## src/rtl/sha_feeder_pkg.sv

```systemverilog
`default_nettype none
// ---------------------------------------------------------------------------
// Module : sha_feeder_pkg
// Brief  : Register map, CTRL values, STATUS bits and FSM states shared by
//          the SHA-256 AXI4-Lite feeder and its bus engine.
// Rev    : 1.0
// ---------------------------------------------------------------------------
package sha_feeder_pkg;

  localparam logic [31:0] ADDR_CTRL    = 32'h0000_0020;
  localparam logic [31:0] ADDR_STATUS  = 32'h0000_0024;
  localparam logic [31:0] ADDR_BLOCK0  = 32'h0000_0040;
  localparam logic [31:0] ADDR_DIGEST0 = 32'h0000_0080;

  localparam logic [31:0] CTRL_INIT    = 32'h0000_0001;
  localparam logic [31:0] CTRL_NEXT    = 32'h0000_0002;

  localparam int          STATUS_READY_BIT = 0;
  localparam int          STATUS_VALID_BIT = 1;

  localparam logic [3:0]  WSTRB_ALL    = 4'hF;

  typedef enum logic [2:0] {
    ST_IDLE    = 3'd0,
    ST_WR_BLK  = 3'd1,
    ST_WR_CTRL = 3'd2,
    ST_POLL    = 3'd3,
    ST_RD_DIG  = 3'd4,
    ST_OUT     = 3'd5
  } state_e;

  // Byte address of 32-bit register idx in a bank starting at base.
  function automatic logic [31:0] word_addr(input logic [31:0] base, input logic [3:0] idx);
    return base + {26'd0, idx, 2'b00};
  endfunction

endpackage
`default_nettype wire

```

## src/rtl/sha_axi_feeder_axil_master_port.sv

```systemverilog
`default_nettype none
// ---------------------------------------------------------------------------
// Module : axil_master_port
// Brief  : Single-outstanding AXI4-Lite read/write engine. A one-cycle
//          wr_req/rd_req starts a transaction; done pulses combinationally in
//          the cycle the B or R handshake completes, with resp_err flagging a
//          nonzero response. A new request may be issued in that same cycle.
// Rev    : 1.0
// ---------------------------------------------------------------------------
module axil_master_port
  import sha_feeder_pkg::*;
(
  input  logic        clk,
  input  logic        rst,
  input  logic        wr_req,
  input  logic        rd_req,
  input  logic [31:0] req_addr,
  input  logic [31:0] req_wdata,
  output logic        done,
  output logic        resp_err,
  output logic [31:0] rdata,
  output logic        axi_awvalid,
  input  logic        axi_awready,
  output logic [31:0] axi_awaddr,
  output logic        axi_wvalid,
  input  logic        axi_wready,
  output logic [31:0] axi_wdata,
  output logic [3:0]  axi_wstrb,
  input  logic        axi_bvalid,
  output logic        axi_bready,
  input  logic [1:0]  axi_bresp,
  output logic        axi_arvalid,
  input  logic        axi_arready,
  output logic [31:0] axi_araddr,
  input  logic        axi_rvalid,
  output logic        axi_rready,
  input  logic [31:0] axi_rdata,
  input  logic [1:0]  axi_rresp
);

  logic        wr_act_q, wr_act_d;
  logic        rd_act_q, rd_act_d;
  logic        aw_q, aw_d;
  logic        w_q, w_d;
  logic        ar_q, ar_d;
  logic [31:0] addr_q, addr_d;
  logic [31:0] wdata_q, wdata_d;
  logic        w_b_hs;
  logic        w_r_hs;
  logic        w_free;

  // B/R ready only once the address (and data) phases have both finished.
  assign axi_bready  = wr_act_q & ~aw_q & ~w_q;
  assign axi_rready  = rd_act_q & ~ar_q;
  assign w_b_hs      = axi_bready & axi_bvalid;
  assign w_r_hs      = axi_rready & axi_rvalid;
  assign done        = w_b_hs | w_r_hs;
  assign resp_err    = (w_b_hs & (axi_bresp != 2'b00)) | (w_r_hs & (axi_rresp != 2'b00));
  assign rdata       = axi_rdata;
  assign w_free      = (~wr_act_q & ~rd_act_q) | done;

  assign axi_awvalid = aw_q;
  assign axi_awaddr  = addr_q;
  assign axi_wvalid  = w_q;
  assign axi_wdata   = wdata_q;
  assign axi_wstrb   = WSTRB_ALL;
  assign axi_arvalid = ar_q;
  assign axi_araddr  = addr_q;

  // Drop each valid on its own ready, retire on B/R, then accept a new request.
  always_comb begin
    wr_act_d = wr_act_q;
    rd_act_d = rd_act_q;
    aw_d     = aw_q;
    w_d      = w_q;
    ar_d     = ar_q;
    addr_d   = addr_q;
    wdata_d  = wdata_q;
    if (aw_q && axi_awready) aw_d = 1'b0;
    if (w_q  && axi_wready)  w_d  = 1'b0;
    if (ar_q && axi_arready) ar_d = 1'b0;
    if (w_b_hs) wr_act_d = 1'b0;
    if (w_r_hs) rd_act_d = 1'b0;
    if (w_free && wr_req) begin
      wr_act_d = 1'b1;
      aw_d     = 1'b1;
      w_d      = 1'b1;
      addr_d   = req_addr;
      wdata_d  = req_wdata;
    end else if (w_free && rd_req) begin
      rd_act_d = 1'b1;
      ar_d     = 1'b1;
      addr_d   = req_addr;
    end
  end

  // Transaction state register.
  always_ff @(posedge clk) begin
    if (rst) begin
      wr_act_q <= 1'b0;
      rd_act_q <= 1'b0;
      aw_q     <= 1'b0;
      w_q      <= 1'b0;
      ar_q     <= 1'b0;
      addr_q   <= 32'd0;
      wdata_q  <= 32'd0;
    end else begin
      wr_act_q <= wr_act_d;
      rd_act_q <= rd_act_d;
      aw_q     <= aw_d;
      w_q      <= w_d;
      ar_q     <= ar_d;
      addr_q   <= addr_d;
      wdata_q  <= wdata_d;
    end
  end

endmodule
`default_nettype wire

```

## src/rtl/sha_axi_feeder.sv

```systemverilog
`default_nettype none
// ---------------------------------------------------------------------------
// Module : sha_axi_feeder
// Brief  : AXI4-Lite master feeding 512-bit blocks into a SHA-256 peripheral:
//          writes BLOCK0..15, issues init/next, polls STATUS, reads DIGEST0..7
//          after the last block and presents the 256-bit digest.
// Rev    : 1.0
// ---------------------------------------------------------------------------
module sha_axi_feeder #(
  parameter int POLL_LIMIT = 1024
) (
  input  logic         s_axi_clk,
  input  logic         s_axi_rst,
  input  logic         msg_valid,
  output logic         msg_ready,
  input  logic [31:0]  msg_data,
  input  logic         msg_first,
  input  logic         msg_last,
  output logic         dig_valid,
  input  logic         dig_ready,
  output logic [255:0] dig_data,
  output logic         err,
  output logic         busy,
  output logic         m_axi_BUS_A_AWVALID,
  input  logic         m_axi_BUS_A_AWREADY,
  output logic [31:0]  m_axi_BUS_A_AWADDR,
  output logic         m_axi_BUS_A_WVALID,
  input  logic         m_axi_BUS_A_WREADY,
  output logic [31:0]  m_axi_BUS_A_WDATA,
  output logic [3:0]   m_axi_BUS_A_WSTRB,
  input  logic         m_axi_BUS_A_BVALID,
  output logic         m_axi_BUS_A_BREADY,
  input  logic [1:0]   m_axi_BUS_A_BRESP,
  output logic         m_axi_BUS_A_ARVALID,
  input  logic         m_axi_BUS_A_ARREADY,
  output logic [31:0]  m_axi_BUS_A_ARADDR,
  input  logic         m_axi_BUS_A_RVALID,
  output logic         m_axi_BUS_A_RREADY,
  input  logic [31:0]  m_axi_BUS_A_RDATA,
  input  logic [1:0]   m_axi_BUS_A_RRESP
);
  import sha_feeder_pkg::*;

  localparam int CNT_W = $clog2(POLL_LIMIT + 1);
  localparam logic [CNT_W-1:0] C_POLL_MAX = CNT_W'(POLL_LIMIT);

  state_e             state_q, state_d;
  logic [3:0]         idx_q, idx_d;
  logic [2:0]         dig_idx_q, dig_idx_d;
  logic [CNT_W-1:0]   poll_q, poll_d;
  logic               first_q, first_d;
  logic               last_q, last_d;
  logic               inflight_q, inflight_d;
  logic               err_q, err_d;
  logic [255:0]       dig_q, dig_d;

  logic               p_wr_req;
  logic               p_rd_req;
  logic [31:0]        p_addr;
  logic [31:0]        p_wdata;
  logic               p_done;
  logic               p_err;
  logic [31:0]        p_rdata;
  logic               w_msg_ready;

  axil_master_port u_port (
    .clk         (s_axi_clk),
    .rst         (s_axi_rst),
    .wr_req      (p_wr_req),
    .rd_req      (p_rd_req),
    .req_addr    (p_addr),
    .req_wdata   (p_wdata),
    .done        (p_done),
    .resp_err    (p_err),
    .rdata       (p_rdata),
    .axi_awvalid (m_axi_BUS_A_AWVALID),
    .axi_awready (m_axi_BUS_A_AWREADY),
    .axi_awaddr  (m_axi_BUS_A_AWADDR),
    .axi_wvalid  (m_axi_BUS_A_WVALID),
    .axi_wready  (m_axi_BUS_A_WREADY),
    .axi_wdata   (m_axi_BUS_A_WDATA),
    .axi_wstrb   (m_axi_BUS_A_WSTRB),
    .axi_bvalid  (m_axi_BUS_A_BVALID),
    .axi_bready  (m_axi_BUS_A_BREADY),
    .axi_bresp   (m_axi_BUS_A_BRESP),
    .axi_arvalid (m_axi_BUS_A_ARVALID),
    .axi_arready (m_axi_BUS_A_ARREADY),
    .axi_araddr  (m_axi_BUS_A_ARADDR),
    .axi_rvalid  (m_axi_BUS_A_RVALID),
    .axi_rready  (m_axi_BUS_A_RREADY),
    .axi_rdata   (m_axi_BUS_A_RDATA),
    .axi_rresp   (m_axi_BUS_A_RRESP)
  );

  // msg_ready must stay low while reset is held even though state is IDLE.
  assign msg_ready = w_msg_ready & ~s_axi_rst;
  assign dig_data  = dig_q;
  assign err       = err_q;
  assign busy      = (state_q != ST_IDLE);

  // Next-state and bus-request logic; a word is written directly from the
  // input so the next word can be taken in the cycle the previous B lands.
  always_comb begin
    state_d     = state_q;
    idx_d       = idx_q;
    dig_idx_d   = dig_idx_q;
    poll_d      = poll_q;
    first_d     = first_q;
    last_d      = last_q;
    inflight_d  = inflight_q;
    err_d       = err_q;
    dig_d       = dig_q;
    w_msg_ready = 1'b0;
    dig_valid   = 1'b0;
    p_wr_req    = 1'b0;
    p_rd_req    = 1'b0;
    p_addr      = ADDR_BLOCK0;
    p_wdata     = msg_data;

    if (p_done) inflight_d = 1'b0;
    if (p_done && p_err) err_d = 1'b1;

    case (state_q)
      ST_IDLE: begin
        w_msg_ready = 1'b1;
        if (msg_valid) begin
          first_d    = msg_first;
          last_d     = msg_last;
          idx_d      = 4'd0;
          p_wr_req   = 1'b1;
          p_addr     = word_addr(ADDR_BLOCK0, 4'd0);
          inflight_d = 1'b1;
          state_d    = ST_WR_BLK;
        end
      end
      ST_WR_BLK: begin
        if (p_done && idx_q == 4'd15) begin
          state_d = ST_WR_CTRL;
        end else if (!inflight_q || p_done) begin
          w_msg_ready = 1'b1;
          if (msg_valid) begin
            idx_d      = idx_q + 4'd1;
            p_wr_req   = 1'b1;
            p_addr     = word_addr(ADDR_BLOCK0, idx_q + 4'd1);
            inflight_d = 1'b1;
          end
        end
      end
      ST_WR_CTRL: begin
        if (!inflight_q) begin
          p_wr_req   = 1'b1;
          p_addr     = ADDR_CTRL;
          p_wdata    = first_q ? CTRL_INIT : CTRL_NEXT;
          inflight_d = 1'b1;
        end else if (p_done) begin
          poll_d  = '0;
          state_d = ST_POLL;
        end
      end
      ST_POLL: begin
        if (!inflight_q) begin
          p_rd_req   = 1'b1;
          p_addr     = ADDR_STATUS;
          inflight_d = 1'b1;
          poll_d     = poll_q + 1'b1;
        end else if (p_done) begin
          if (p_rdata[STATUS_READY_BIT] && p_rdata[STATUS_VALID_BIT]) begin
            dig_idx_d = 3'd0;
            state_d   = last_q ? ST_RD_DIG : ST_IDLE;
          end else if (poll_q == C_POLL_MAX) begin
            err_d   = 1'b1;
            state_d = ST_IDLE;
          end
        end
      end
      ST_RD_DIG: begin
        if (!inflight_q) begin
          p_rd_req   = 1'b1;
          p_addr     = word_addr(ADDR_DIGEST0, {1'b0, dig_idx_q});
          inflight_d = 1'b1;
        end else if (p_done) begin
          // Shift in so DIGEST0 ends up in the top word.
          dig_d = {dig_q[223:0], p_rdata};
          if (dig_idx_q == 3'd7) state_d = ST_OUT;
          else dig_idx_d = dig_idx_q + 3'd1;
        end
      end
      ST_OUT: begin
        dig_valid = 1'b1;
        if (dig_ready) state_d = ST_IDLE;
      end
      default: state_d = ST_IDLE;
    endcase
  end

  // State, counters, flags and digest register.
  always_ff @(posedge s_axi_clk) begin
    if (s_axi_rst) begin
      state_q    <= ST_IDLE;
      idx_q      <= 4'd0;
      dig_idx_q  <= 3'd0;
      poll_q     <= '0;
      first_q    <= 1'b0;
      last_q     <= 1'b0;
      inflight_q <= 1'b0;
      err_q      <= 1'b0;
      dig_q      <= 256'd0;
    end else begin
      state_q    <= state_d;
      idx_q      <= idx_d;
      dig_idx_q  <= dig_idx_d;
      poll_q     <= poll_d;
      first_q    <= first_d;
      last_q     <= last_d;
      inflight_q <= inflight_d;
      err_q      <= err_d;
      dig_q      <= dig_d;
    end
  end

endmodule
`default_nettype wire

```

## config.mk

```make
export PLATFORM = sky130hd
export DESIGN_NAME = sha_axi_feeder
export DESIGN_NICKNAME = d
export VERILOG_FILES = /design/src/rtl/sha_feeder_pkg.sv /design/src/rtl/sha_axi_feeder_axil_master_port.sv /design/src/rtl/sha_axi_feeder.sv
export SDC_FILE = /design/constraint.sdc
export NUM_CORES = 1
export LEC_CHECK = 0
export ABC_AREA = 1
export CORE_ASPECT_RATIO = 1.5
export CORE_MARGIN = 2
export CORE_UTILIZATION = 41
export DETAILED_ROUTE_END_ITERATION = 12
export PLACE_DENSITY = 0.78
export SETUP_SLACK_MARGIN = 0.05
export SLEW_MARGIN = 10
export SYNTH_ARGS = -nofsm -noshare
export SYNTH_HDL_FRONTEND = slang
export SYNTH_SLANG_ARGS = --single-unit
export TNS_END_PERCENT = 50
```

## constraint.sdc

```tcl
create_clock -name s_axi_clk -period 1.59 [get_ports s_axi_clk]
set_input_delay 0.3975 -clock s_axi_clk [delete_from_list [all_inputs] [get_ports s_axi_clk]]
set_output_delay 0.3975 -clock s_axi_clk [all_outputs]
set_load 0.02 [all_outputs]
```

## Word level (Yosys, flattened, before mapping)

Cells that the tools add are included.

- Register bits after elaboration: 350
- Input bits: 79
- Output and inout port bits: 365
- Logic and storage cells: 169

- Add/sub/neg operators: 5
- Equality and inequality tests: 25
- Mux-type cells: 76
- Bitwise logic cells: 18
- Reduce and logical (&&, ||, !) cells: 29

Operators by type and width:

| kind | count |
|---|---|
| 2-to-1 mux 32 bit | 4 |
| 2-to-1 mux 3 bit | 19 |
| one-hot mux 9 bit (4 select lines) | 1 |
| 2-to-1 mux 11 bit | 3 |
| != test 2 bit, second input constant | 16 |
| 2-to-1 mux 1 bit | 31 |
| 2-to-1 mux 8 bit | 3 |
| one-hot mux 11 bit (2 select lines) | 1 |
| one-hot mux 3 bit (6 select lines) | 1 |
| nonzero test 2 bit | 9 |
| 2-to-1 mux 4 bit | 4 |
| 2-to-1 mux 7 bit | 2 |
| adder 11 x 1 -> 11 bit, second input constant | 1 |
| == test 11 bit, second input constant | 1 |
| AND reduction 11 bit | 1 |
| adder 8 x 5 -> 9 bit, first input constant | 1 |
| AND 1 bit | 9 |
| == test 3 bit, second input constant | 3 |
| 2-to-1 mux 9 bit | 1 |
| adder 7 x 6 -> 8 bit, first input constant | 1 |
| logical AND 1 bit | 8 |
| one-hot mux 4 bit (2 select lines) | 1 |
| AND reduction 7 bit | 1 |
| == test 3 x 2 -> 1 bit, second input constant | 2 |
| other kinds (21) | 29 |

## Depth between registers and ports, before layout

Gate-level depths: netlist of run 1.

- Depth after elaboration: 13
- Mapped depth: 14
- Depth with buffers taken out: 12

## By module

From an unflattened synthesis of run 1, not the netlist that was laid out.

- Cells, all modules: 1975
- Area total of the unflattened synthesis: 14714.1 um2

Modules (own cells, without submodules):

| module | times used | cells an instance | area each (um2) | seq. area each (um2) |
|---|---|---|---|---|
| sha_axi_feeder | 1 | 1460 | 11116.9 | 5625.4 |
| axil_master_port | 1 | 515 | 3597.2 | 1381.3 |

## Least setup slack after synthesis of run 1

Ideal clock, no wire load.

- Kind: reg-to-output
- Start point: register u_port.w_q, in the netlist u_port.axi_wvalid
- End point: output msg_ready
- Data arrival time: 1.459 ns
- Required time: 1.192 ns
- Setup slack: -0.266 ns
- Stages on the path, launching flop included: 9
- Path buffers: 0
- Path through: dfxtp_1 > inv_1 > nand4_1 > nand2_2 > nand2_1 > nand2_1 > o21ai_0 > inv_1 > nor2_1

- Longest elaborated chain between the ends: 9
- Elaborated cells on any way between the ends: 10
- Those cells by class: mux: 3; bitwise: 5; reduce/logical: 2

RTL lines:

| item | line | text |
|---|---|---|
| from (decl) | sha_axi_feeder_axil_master_port.sv:44 | `logic w_q, w_d;` |
| from (signal assigned) | sha_axi_feeder_axil_master_port.sv:111 | `w_q <= w_d;` |
| inverter 1 bit (*) | sha_axi_feeder_axil_master_port.sv:53 | `assign axi_bready = wr_act_q & ~aw_q & ~w_q;` |
| AND 1 bit (*) | sha_axi_feeder_axil_master_port.sv:53 |  |
| AND 1 bit (*) | sha_axi_feeder_axil_master_port.sv:55 | `assign w_b_hs = axi_bready & axi_bvalid;` |
| OR 1 bit (*) | sha_axi_feeder_axil_master_port.sv:57 | `assign done = w_b_hs \| w_r_hs;` |
| logical OR 1 bit | sha_axi_feeder.sv:139 | `end else if (!inflight_q \|\| p_done) begin` |
| 2-to-1 mux 1 bit | sha_axi_feeder.sv:139 |  |
| 2-to-1 mux 1 bit (*) | sha_axi_feeder.sv:137 | `if (p_done && idx_q == 4'd15) begin` |
| one-hot mux 1 bit (2 select lines) (*) | sha_axi_feeder.sv:123 | `case (state_q)` |
| AND 1 bit (*) | sha_axi_feeder.sv:96 | `assign msg_ready = w_msg_ready & ~s_axi_rst;` |
| to (decl) | sha_axi_feeder.sv:15 | `output logic msg_ready,` |

Mark *: on every way between the ends. The rest lies on a longest branch, timed or not.

## Worst setup path in the final report of run 1

- Start point: register u_port.aw_q, in the netlist u_port.axi_awvalid
- End point: output msg_ready

- Longest elaborated chain between the ends: 10
- Elaborated cells on any way between the ends: 11
- Those cells by class: mux: 3; bitwise: 6; reduce/logical: 2

RTL lines:

| item | line | text |
|---|---|---|
| from (decl) | sha_axi_feeder_axil_master_port.sv:43 | `logic aw_q, aw_d;` |
| from (signal assigned) | sha_axi_feeder_axil_master_port.sv:110 | `aw_q <= aw_d;` |
| inverter 1 bit (*) | sha_axi_feeder_axil_master_port.sv:53 |  |
| AND 1 bit (*) (2 in a row) | sha_axi_feeder_axil_master_port.sv:53 |  |
| AND 1 bit (*) | sha_axi_feeder_axil_master_port.sv:55 |  |
| OR 1 bit (*) | sha_axi_feeder_axil_master_port.sv:57 |  |
| logical OR 1 bit | sha_axi_feeder.sv:139 |  |
| 2-to-1 mux 1 bit | sha_axi_feeder.sv:139 |  |
| 2-to-1 mux 1 bit (*) | sha_axi_feeder.sv:137 |  |
| one-hot mux 1 bit (2 select lines) (*) | sha_axi_feeder.sv:123 |  |
| AND 1 bit (*) | sha_axi_feeder.sv:96 |  |

Marked as above.

==> results of run 1 <==
[placed cells by master, fill, tap and decap left out, types with 27 or more instances in the layout]
cell type	Yosys	layout
buf_6	6	27
a21oi_1	285	271
nor2_1	106	99
clkdlybuf4s50_1	0	77
buf_2	80	147
conb_1	2	56
nand2_1	412	404
dfxtp_2	0	61
inv_1	36	29
dfxtp_1	324	258
clkbuf_16	0	32
buf_4	63	255
nand3_1	283	275
[what timing repair did]
item	4_1_cts	5_1_grt
gates cloned	13	2
setup buffers	19	11
resized for setup	1571	48
hold buffers	0	0
endpoints found under the setup margin	624	446
pin swaps	39	19
[how the worst min path moves through the flow]
stage,start,to,slack (ps),depth (start not counted)
floorplan,first_q,first_q,430,2
global placement,first_q,first_q,440,2
detailed placement,first_q,first_q,440,2
CTS,s_axi_rst,u_port.axi_wvalid,220,3
global route,s_axi_rst,u_port.axi_wvalid,230,3
finish,s_axi_rst,u_port.axi_wvalid,250,3
[worst register-to-register path: stages, from the launching register on]
cell	delay, ps
dfxtp_4	340
inv_2	50
nand4_1	170
nand2_2	130
buf_4	180
nand2_8	90
inv_12	110
buf_12	110
buf_16	150
buf_4	150
buf_8	100
nand3_1	70
a21oi_2	180
[power by group through the flow]
| stage | clock network (mW) | registers [mW] | logic (mW) |
|---|---|---|---|
| after floorplan | 0 | 9.93 | 3.76 |
| after global placement | 0 | 9.26 | 7.14 |
| after detailed placement | 0 | 9.28 | 7.26 |
| after CTS | 7.63 | 9.09 | 7.61 |
| after global routing | 7.92 | 9.16 | 8.69 |
| final | 7.47 | 9.10 | 8.07 |
[cell type report]
| class | instances | area (um^2) | area share |
|---|---|---|---|
| clock inverter | 14 | 144 | 0.00764 |
| inverter | 49 | 221 | 0.0118 |
| timing repair buffer | 551 | 4720 | 0.250 |
| multi-input combinational | 1207 | 5770 | 0.306 |
| sequential | 324 | 6580 | 0.349 |
| tap | 410 | 513 | 0.0272 |
| clock buffer | 43 | 891 | 0.0473 |
[sequential cells by signal (all words and copies together), names as in the netlist, 3 cells and up]
| register | cells |
|---|---|
| idx_q | 4 |
| poll_q | 11 |
| state_q | 3 |
| dig_data | 256 |
| u_port.axi_araddr | 6 |
| u_port.axi_wdata | 32 |
| dig_idx_q | 3 |
[stage by stage]
| stage | cell area (um^2) | hold WS, ps | setup WS (ps) | power, mW | std cells |
|---|---|---|---|---|---|
| 6_report | 18800 | 247 | -554 | 24.6 | 2598 |
| 4_1_cts | 18600 | 217 | -575 | 24.3 | 2589 |
| 3_3_place_gp | 17800 | 440 | -993 | 16.4 | 2502 |
| 5_1_grt | 18800 | 230 | -678 | 25.8 | 2598 |
| 2_1_floorplan | 13300 | 431 | -16.1 | 13.7 | 1772 |
| 3_5_place_dp | 17800 | 443 | -981 | 16.5 | 2502 |
[cell families (layout without fill, tap and decap cells)]
| kind of cell | after synthesis | in the layout | synth area share |
|---|---|---|---|
| XOR/XNOR | 4 | 4 | 0.00269 |
| AO/OA/AOI/OAI | 307 | 307 | 0.120 |
| adder cells (fa/ha/maj) | 5 | 5 | 0.00480 |
| buffers and inverters | 243 | 657 | 0.0993 |
| AND/OR/NAND/NOR | 833 | 835 | 0.276 |
| flip-flops | 324 | 324 | 0.498 |
| other | 2 | 56 | 0.000576 |
[layer usage]
| metal | GRT usage | vias to the layer above |
|---|---|---|
| li1 | - | 6475 |
| met3 | 0.0429 | 140 |
| met2 | 0.426 | 564 |
| met1 | 0.303 | 6325 |
| met4 | 0.119 | 0 |
| met5 | 0 | - |
==> results.toml, run 1 <==
[yosys]
ys_top_cells_by_count = "412 x nand2_1, 324 x dfxtp_1, 285 x a21oi_1"
syn-cell-area_um2 = 13000
synthCells = 1718
synth_top_cell_area_share = 0.498
ys_ff_latch = 324
synthFlopType = "dfxtp_1"
synth.most_common_cell = "nand2_1"
synth_top_cell_by_area = "dfxtp_1"
async_flop_share = 0
yosysWarnings = 0
avgSynthCellArea_um2 = 7.59
yosysUniqueCellTypes = 34
synth_edf_count = 0
ys_seq_area_frac = 0.498
synth_area_leaders = "dfxtp_1 50%, nand2_1 12%, a21oi_1 11%"

[drt]
wl_um = 44300
drt_iter0_markers = 906
vias_per_cell = 5.20
num_vias = 13504
final_antenna_net_count = 0
drc = 0
drt-met1-wl_um = 17100
wl_per_cell_um = 17.1
drtPass1Iterations = 7
top_layer = "met4"
wl_met2_um = 21900
routed-wl-met3_um = 2940

[die]
fp.dieArea_um2 = 33300
core_area_um2 = 31500
die_y_um = 222
io_pins = 444
die-width_um = 150
rows = 80
start_util = 0.413

[sta]
worst_slew_pin_slew_ps = 689
setup_viol = 318
maxSlewHeadroom = 0.541
setup_tns_ps = -52590
rsz0062_at_grt = "true"
final_hold_viol_count = 0
slew_violations = 0
period_minus_slack_ps = 2140
setup_ws_ps = -554
max_freq_mhz = 466
fin_skew_ps = 24.7
period_share = 1.35

[clock_tree]
clock_sinks = 324
cts.path.max_buffers = 3
cts_tree = "built"
h-tree-depth = 1
cts_inserted_buffers = 31
cts-root-buf = "clkbuf_16"
clkLatencyLatePin_ps = 590
clk_pin_slew_ps = 60

[final_layout]
nFillCells = 2793
post-route-util = 0.598
antenna_cells = 0
nets = 2248
layout-drive-gt1-share = 0.307
area_growth_pct = 44.6

[worst_setup_path]
crit_type = "reg2out"
r2r_cells = 12
critPathLaunchType = "flop"
r2r-end = "dig_data[55]"
crit_cells = 9
crit_path_max_fanout = 3
rrSetupSlack_ps = -320
max_stage_delay_ps = 340
path_cells = "inv_2 > nand4_1 > nand2_2 > nand2_2 > nand2_2 > o21ai_2 > inv_2 > nor2_4 > buf_6"
startpoint = "u_port.axi_awvalid"
path_delay_family = "simple AND/OR/NAND/NOR gates"
crit_top_cell = "nand2_2"
end_kind = "output port"
rr_startpoint = "u_port.axi_awvalid"
arrival_ps = 1750
critPathRequiredTime_ps = 1190
cp_num_buf_inv = 3
critPathCapture = "msg_ready"
crit_slowest_cell = "dfxtp_4"

[flow_run]
cap_viol_max_count = 0

[placement]
hpwl_um = 29200
port_buffers = 387
gp_congestion = 0.923

[pwr]
ir_drop_mv = 0.781
p_sw_mw = 8.38
switching_share = 0.340
pwr-share-clk = 0.303
leakage_nw = 7.96
combPwrFrac = 0.328
power_frac_seq = 0.369
p_int_mw = 16.3
power.density_nw_per_um2 = 1310

[global_routing]
grt_overflow = 0
grt_pass1_wl_um = 67200
grt_usage = 0.250
antenna_found_initial = 0
grt_max_degree = 134
first_global_vias = 12368

[outcome]
violations = "negative setup slack"
run_status = "complete, but fails checks"

[worst_hold_path]
hp-class = "in2reg"
Power figures use the tool's default switching activity.
==> run 2, diff against run 1 <==
--- a/config.mk
+++ b/config.mk
@@ -5,12 +5,11 @@
 export SDC_FILE = /design/constraint.sdc
 export NUM_CORES = 1
 export LEC_CHECK = 0
-export ABC_AREA = 1
 export CORE_ASPECT_RATIO = 1.5
 export CORE_MARGIN = 2
 export CORE_UTILIZATION = 41
 export DETAILED_ROUTE_END_ITERATION = 12
-export PLACE_DENSITY = 0.78
+export PLACE_DENSITY = 0.79
 export SETUP_SLACK_MARGIN = 0.05
 export SLEW_MARGIN = 10
 export SYNTH_ARGS = -nofsm -noshare
==> results.toml, run 2 <==
[outcome]
run_status = "complete, but fails checks"
violations = "negative setup slack"

[drt]
drt_iter0_markers = 722
vias_per_cell = 5.19
num_vias = 12995
final_antenna_net_count = 0
wl_um = 46600
wl_per_cell_um = 18.6
drtPass1Iterations = 6
drc = 0

[worst_setup_path]
crit_type = "reg2reg"
max_stage_delay_ps = 480
crit_slowest_cell = "or4_4"
critPathRequiredTime_ps = 2040
critPathLaunchType = "flop"
end_kind = "flop"
arrival_ps = 2620
crit_path_max_fanout = 5
path_cells = "and4bb_4 > buf_4 > buf_6 > or4_4 > o41ai_2 > o311a_2 > buf_12 > nor2_1 > a211oi_1"

[yosys]
syn-cell-area_um2 = 12400
ys_seq_area_frac = 0.524
synth_edf_count = 0
synthCells = 1569
synth_top_cell_area_share = 0.524
ys_top_cells_by_count = "561 x nand2_1, 324 x dfxtp_1, 304 x a21oi_1"
avgSynthCellArea_um2 = 7.90
synth.most_common_cell = "nand2_1"
synthFlopType = "dfxtp_1"
ys_ff_latch = 324
synth_top_cell_by_area = "dfxtp_1"
yosysWarnings = 0
synth_area_leaders = "dfxtp_1 52%, nand2_1 17%, a21oi_1 12%"
yosysUniqueCellTypes = 54
async_flop_share = 0

[final_layout]
layout_commonest_cell = "nand2_1"
layout-drive-gt1-share = 0.345
nets = 2167
final_cell_mix = "532 x nand2_1, 271 x dfxtp_1, 249 x buf_4"
antenna_cells = 0
largest_reg_flops = 256
nFillCells = 2369
area_growth_pct = 59.5
post-route-util = 0.659
seq_area_um2 = 6560
fin_cells = 2506
multiInputGateArea_um2 = 5670
final_cell_area_um2 = 19800

[sta]
final_hold_viol_count = 0
setup_viol = 358
period_share = 1.36
fin_skew_ps = 30.5
setup_tns_ps = -109580
hold_slack_ps = 170
setup_ws_ps = -579
rsz0062_at_grt = "true"
max_freq_mhz = 461
maxSlewHeadroom = 0.340
period_minus_slack_ps = 2170
slew_violations = 0
worst_slew_pin_slew_ps = 990

[pwr]
ir_drop_mv = 1.20
power.density_nw_per_um2 = 1120
finalPower_mw = 22.2
leakage_nw = 7.93

[global_routing]
grt_overflow = 0
grt_usage = 0.270
first_global_vias = 12575
antenna_found_initial = 0
grt_pass1_wl_um = 68900
grt_max_degree = 175

[clock_tree]
postCtsHoldBufs = 0
cts_tree = "built"
cts.path.max_buffers = 3
cts-root-buf = "clkbuf_16"
h-tree-depth = 1
clkLatencyLatePin_ps = 580
cts_inserted_buffers = 31
clock_sinks = 324
clk_pin_slew_ps = 60

[die]
die-width_um = 146
die_y_um = 217
core_area_um2 = 30000
fp.dieArea_um2 = 31700
io_pins = 444
start_util = 0.414
rows = 78

[placement]
gp_congestion = 0.926
dp_cells = 2354
port_buffers = 387
dp_worst_setup_slack_ps = -1010
placed_cell_area_um2 = 17100
hpwl_um = 27400

[flow_run]
cap_viol_max_count = 0

[worst_hold_path]
hp-class = "in2reg"
==> run 2: cell count changes after synthesis, moves of 12 or more <==
cell / before / now
nand3_1: 283 / 42
inv_1: 36 / 7
buf_2: 80 / 57
inv_2: 12 / 0
nand2_1: 412 / 561
a21oi_1: 285 / 304
nor2_1: 106 / 48
==> run 2: cell families (layout without fill, tap and decap cells) <==
family,Yosys count,after routing,synth area share
DFF,324,324,0.524
xor gates and xnor gates,11,11,0.00778
and+or+nand+nor,700,704,0.229
adders and majority gates,5,5,0.00505
muxes,7,7,0.00566
AOI/OAI and AO/OA,341,341,0.147
buffers and inverters,179,658,0.0812
other,2,56,0.000606
==> run 2: final cells by class <==
class                      count  share of cell area
tap                          400              0.0253
sequential                   324               0.332
inverter                       7             0.00133
multi-input combinational   1124               0.287
clock inverter                10             0.00608
timing repair buffer         595               0.302
clock buffer                  46              0.0462
==> run 2: power by group <==
| part | total, mW | switching, mW | internal, mW | leakage [nW] |
|---|---|---|---|---|
| logic | 5.75 | 2.99 | 2.76 | 4.78 |
| registers | 8.87 | 0.334 | 8.53 | 2.64 |
| clock network | 7.54 | 3.23 | 4.30 | 0.508 |
==> run 2: what timing repair did <==
item / CTS / global route
pin swaps: 14 / 35
endpoints found under the setup margin: 631 / 616
gates cloned: 38 / 7
gates resized for setup: 410 / 892
buffers inserted: 28 / 26
==> run 2: worst paths after layout <==
path	startpoint	endpoint	slack, ps	cells past startpoint
min	s_axi_rst	dig_data[230]	170	3
min reg2reg	u_port.axi_wdata[8]	u_port.axi_wdata[8]	450	2
max reg2reg	u_port.axi_awvalid	u_port.axi_araddr[6]	-580	9
max	u_port.axi_awvalid	u_port.axi_araddr[6]	-580	9
==> run 2: layer usage <==
metal / routed length [um] / GRT usage
met1: 17200 / 0.301
met2: 23800 / 0.481
met3: 2970 / 0.0478
met4: 2700 / 0.156
met5: 0 / 0
==> run 2: critical path: cells and delay by family, from the launching register on <==
family / cells / cell delay, ps
simple gates: 3 / 760
buf+inv: 3 / 370
flops: 1 / 340
compound gates: 3 / 580
==> run 3, diff against run 2 <==
--- a/config.mk
+++ b/config.mk
@@ -5,11 +5,11 @@
 export SDC_FILE = /design/constraint.sdc
 export NUM_CORES = 1
 export LEC_CHECK = 0
-export CORE_ASPECT_RATIO = 1.5
-export CORE_MARGIN = 2
-export CORE_UTILIZATION = 41
+export CORE_AREA = 2 2 174 176
 export DETAILED_ROUTE_END_ITERATION = 12
-export PLACE_DENSITY = 0.79
+export DIE_AREA = 0 0 176 178
+export DONT_BUFFER_PORTS = 1
+export PLACE_DENSITY = 0.61
 export SETUP_SLACK_MARGIN = 0.05
 export SLEW_MARGIN = 10
 export SYNTH_ARGS = -nofsm -noshare
==> results.toml, run 3 (synthesis gave the netlist of run 2 again) <==
[worst_setup_path]
crit_type = "reg2out"
end_kind = "output port"
rr_startpoint = "u_port.axi_wvalid"
startpoint = "u_port.axi_arvalid"
arrival_ps = 1910
rrSetupSlack_ps = -530
r2r-end = "dig_data[41]"
r2r_cells = 10
critPathLaunchType = "flop"
critPathCapture = "msg_ready"
crit_path_max_fanout = 5
critPathRequiredTime_ps = 1190

[die]
rows = 63
fp.dieArea_um2 = 31300
start_util = 0.421
die_y_um = 178
core_area_um2 = 29400
io_pins = 444
die-width_um = 176

[sta]
maxSlewHeadroom = 0.354
setup_viol = 326
period_share = 1.45
fin_skew_ps = 16.6
max_freq_mhz = 434
setup_ws_ps = -716
slew_violations = 0
hold_slack_ps = -33.3
rsz0062_at_grt = "true"
setup_tns_ps = -142960
worst_slew_pin_slew_ps = 969
period_minus_slack_ps = 2310
final_hold_viol_count = 4

[placement]
port_buffers = 0
hpwl_um = 23400
gp_congestion = 0.862
dp_worst_setup_slack_ps = -296

[outcome]
violations = "negative hold slack, negative setup slack"
run_status = "complete, but fails checks"

[worst_hold_path]
holdPathStages = 1
hp-class = "in2reg"
min_from = "s_axi_rst"

[global_routing]
grt_pass1_wl_um = 56200
grt_max_degree = 317
antenna_found_initial = 0
first_global_vias = 9817
grt_overflow = 0
grt_usage = 0.225

[final_layout]
nets = 1718
area_growth_pct = 25.8
nFillCells = 2768
antenna_cells = 0
largest_reg_flops = 256
layout-drive-gt1-share = 0.175
final_cell_mix = "552 x nand2_1, 315 x dfxtp_1, 277 x a21oi_1"
layout_commonest_cell = "nand2_1"

[drt]
wl_per_cell_um = 18.1
drtPass1Iterations = 5
num_vias = 10549
drt-met1-wl_um = 16100
wl_met2_um = 16800
routed-wl-met3_um = 3180
final_antenna_net_count = 0
drt_iter0_markers = 718
top_layer = "met4"
vias_per_cell = 5.15
wl_um = 37100
drc = 0

[pwr]
leakage_nw = 5.51
ir_drop_mv = 0.886
power.density_nw_per_um2 = 1440

[clock_tree]
clock_sinks = 324
cts_inserted_buffers = 35
cts.path.max_buffers = 3
postCtsHoldBufs = 3
cts_tree = "built"
clk_pin_slew_ps = 60
clkLatencyLatePin_ps = 510
cts-root-buf = "clkbuf_16"
h-tree-depth = 2

[flow_run]
cap_viol_max_count = 0
run 3: timing repair:
action / in CTS / in global routing
pin swaps: 48 / 2
hold endpoints to repair: 174 / 127
cloned: 20 / 0
setup buffers: 26 / 1
gates resized for setup: 98 / 12
setup endpoints to repair: 328 / 334
run 3: how the worst min path moves through the flow:
stage	end	slack (ps)
final	dig_data[225]	-30
after global routing	dig_data[224]	-70
after CTS	dig_data[202]	-50
after detailed placement	first_q	470
after global placement	first_q	470
after floorplan	last_q	440
run 3: power by group:
| part | internal (mW) | total, mW | switching (mW) |
|---|---|---|---|
| clock network | 4.85 | 8.10 | 3.25 |
| registers | 8.53 | 9.27 | 0.736 |
| logic | 2.59 | 5.03 | 2.44 |
run 3: metal layers:
layer / up-vias / GRT usage
met3: 76 / 0.0650
li1: 5167 / -
met5: - / 0
met4: 0 / 0.0685
met2: 399 / 0.348
met1: 4907 / 0.305
run 3: stage by stage:
step,power (mW),util,cell area (um^2),hold WS [ps],std cells
after floorplan,11.8,-,12900,437,1623
after global placement,12.5,0.446,13100,471,1937
after detailed placement,12.6,0.446,13100,475,1937
after CTS,22.5,0.529,15500,-50.1,2047
after global routing,23.2,0.530,15600,-69.0,2048
final,22.4,0.530,15600,-33.3,2048
run 3: worst max-delay path: stages (launching register included):
cell and delay, ps:
dfxtp_4 340, nand3b_1 210, buf_6 170, nand3_2 80, a21boi_2 70, buf_4 150, nor4_4 180, buf_4 210
run 3: layout make-up:
cell class                      instances  area [um^2]  area share
Inverter                                7         28.8     0.00185
Tap cell                              390          488      0.0313
Multi-Input combinational cell       1121         5490       0.352
Clock buffer                           49          990      0.0635
Timing Repair Buffer                  145         1930       0.124
Clock inverter                         12          156      0.0100
Sequential cell                       324         6500       0.417
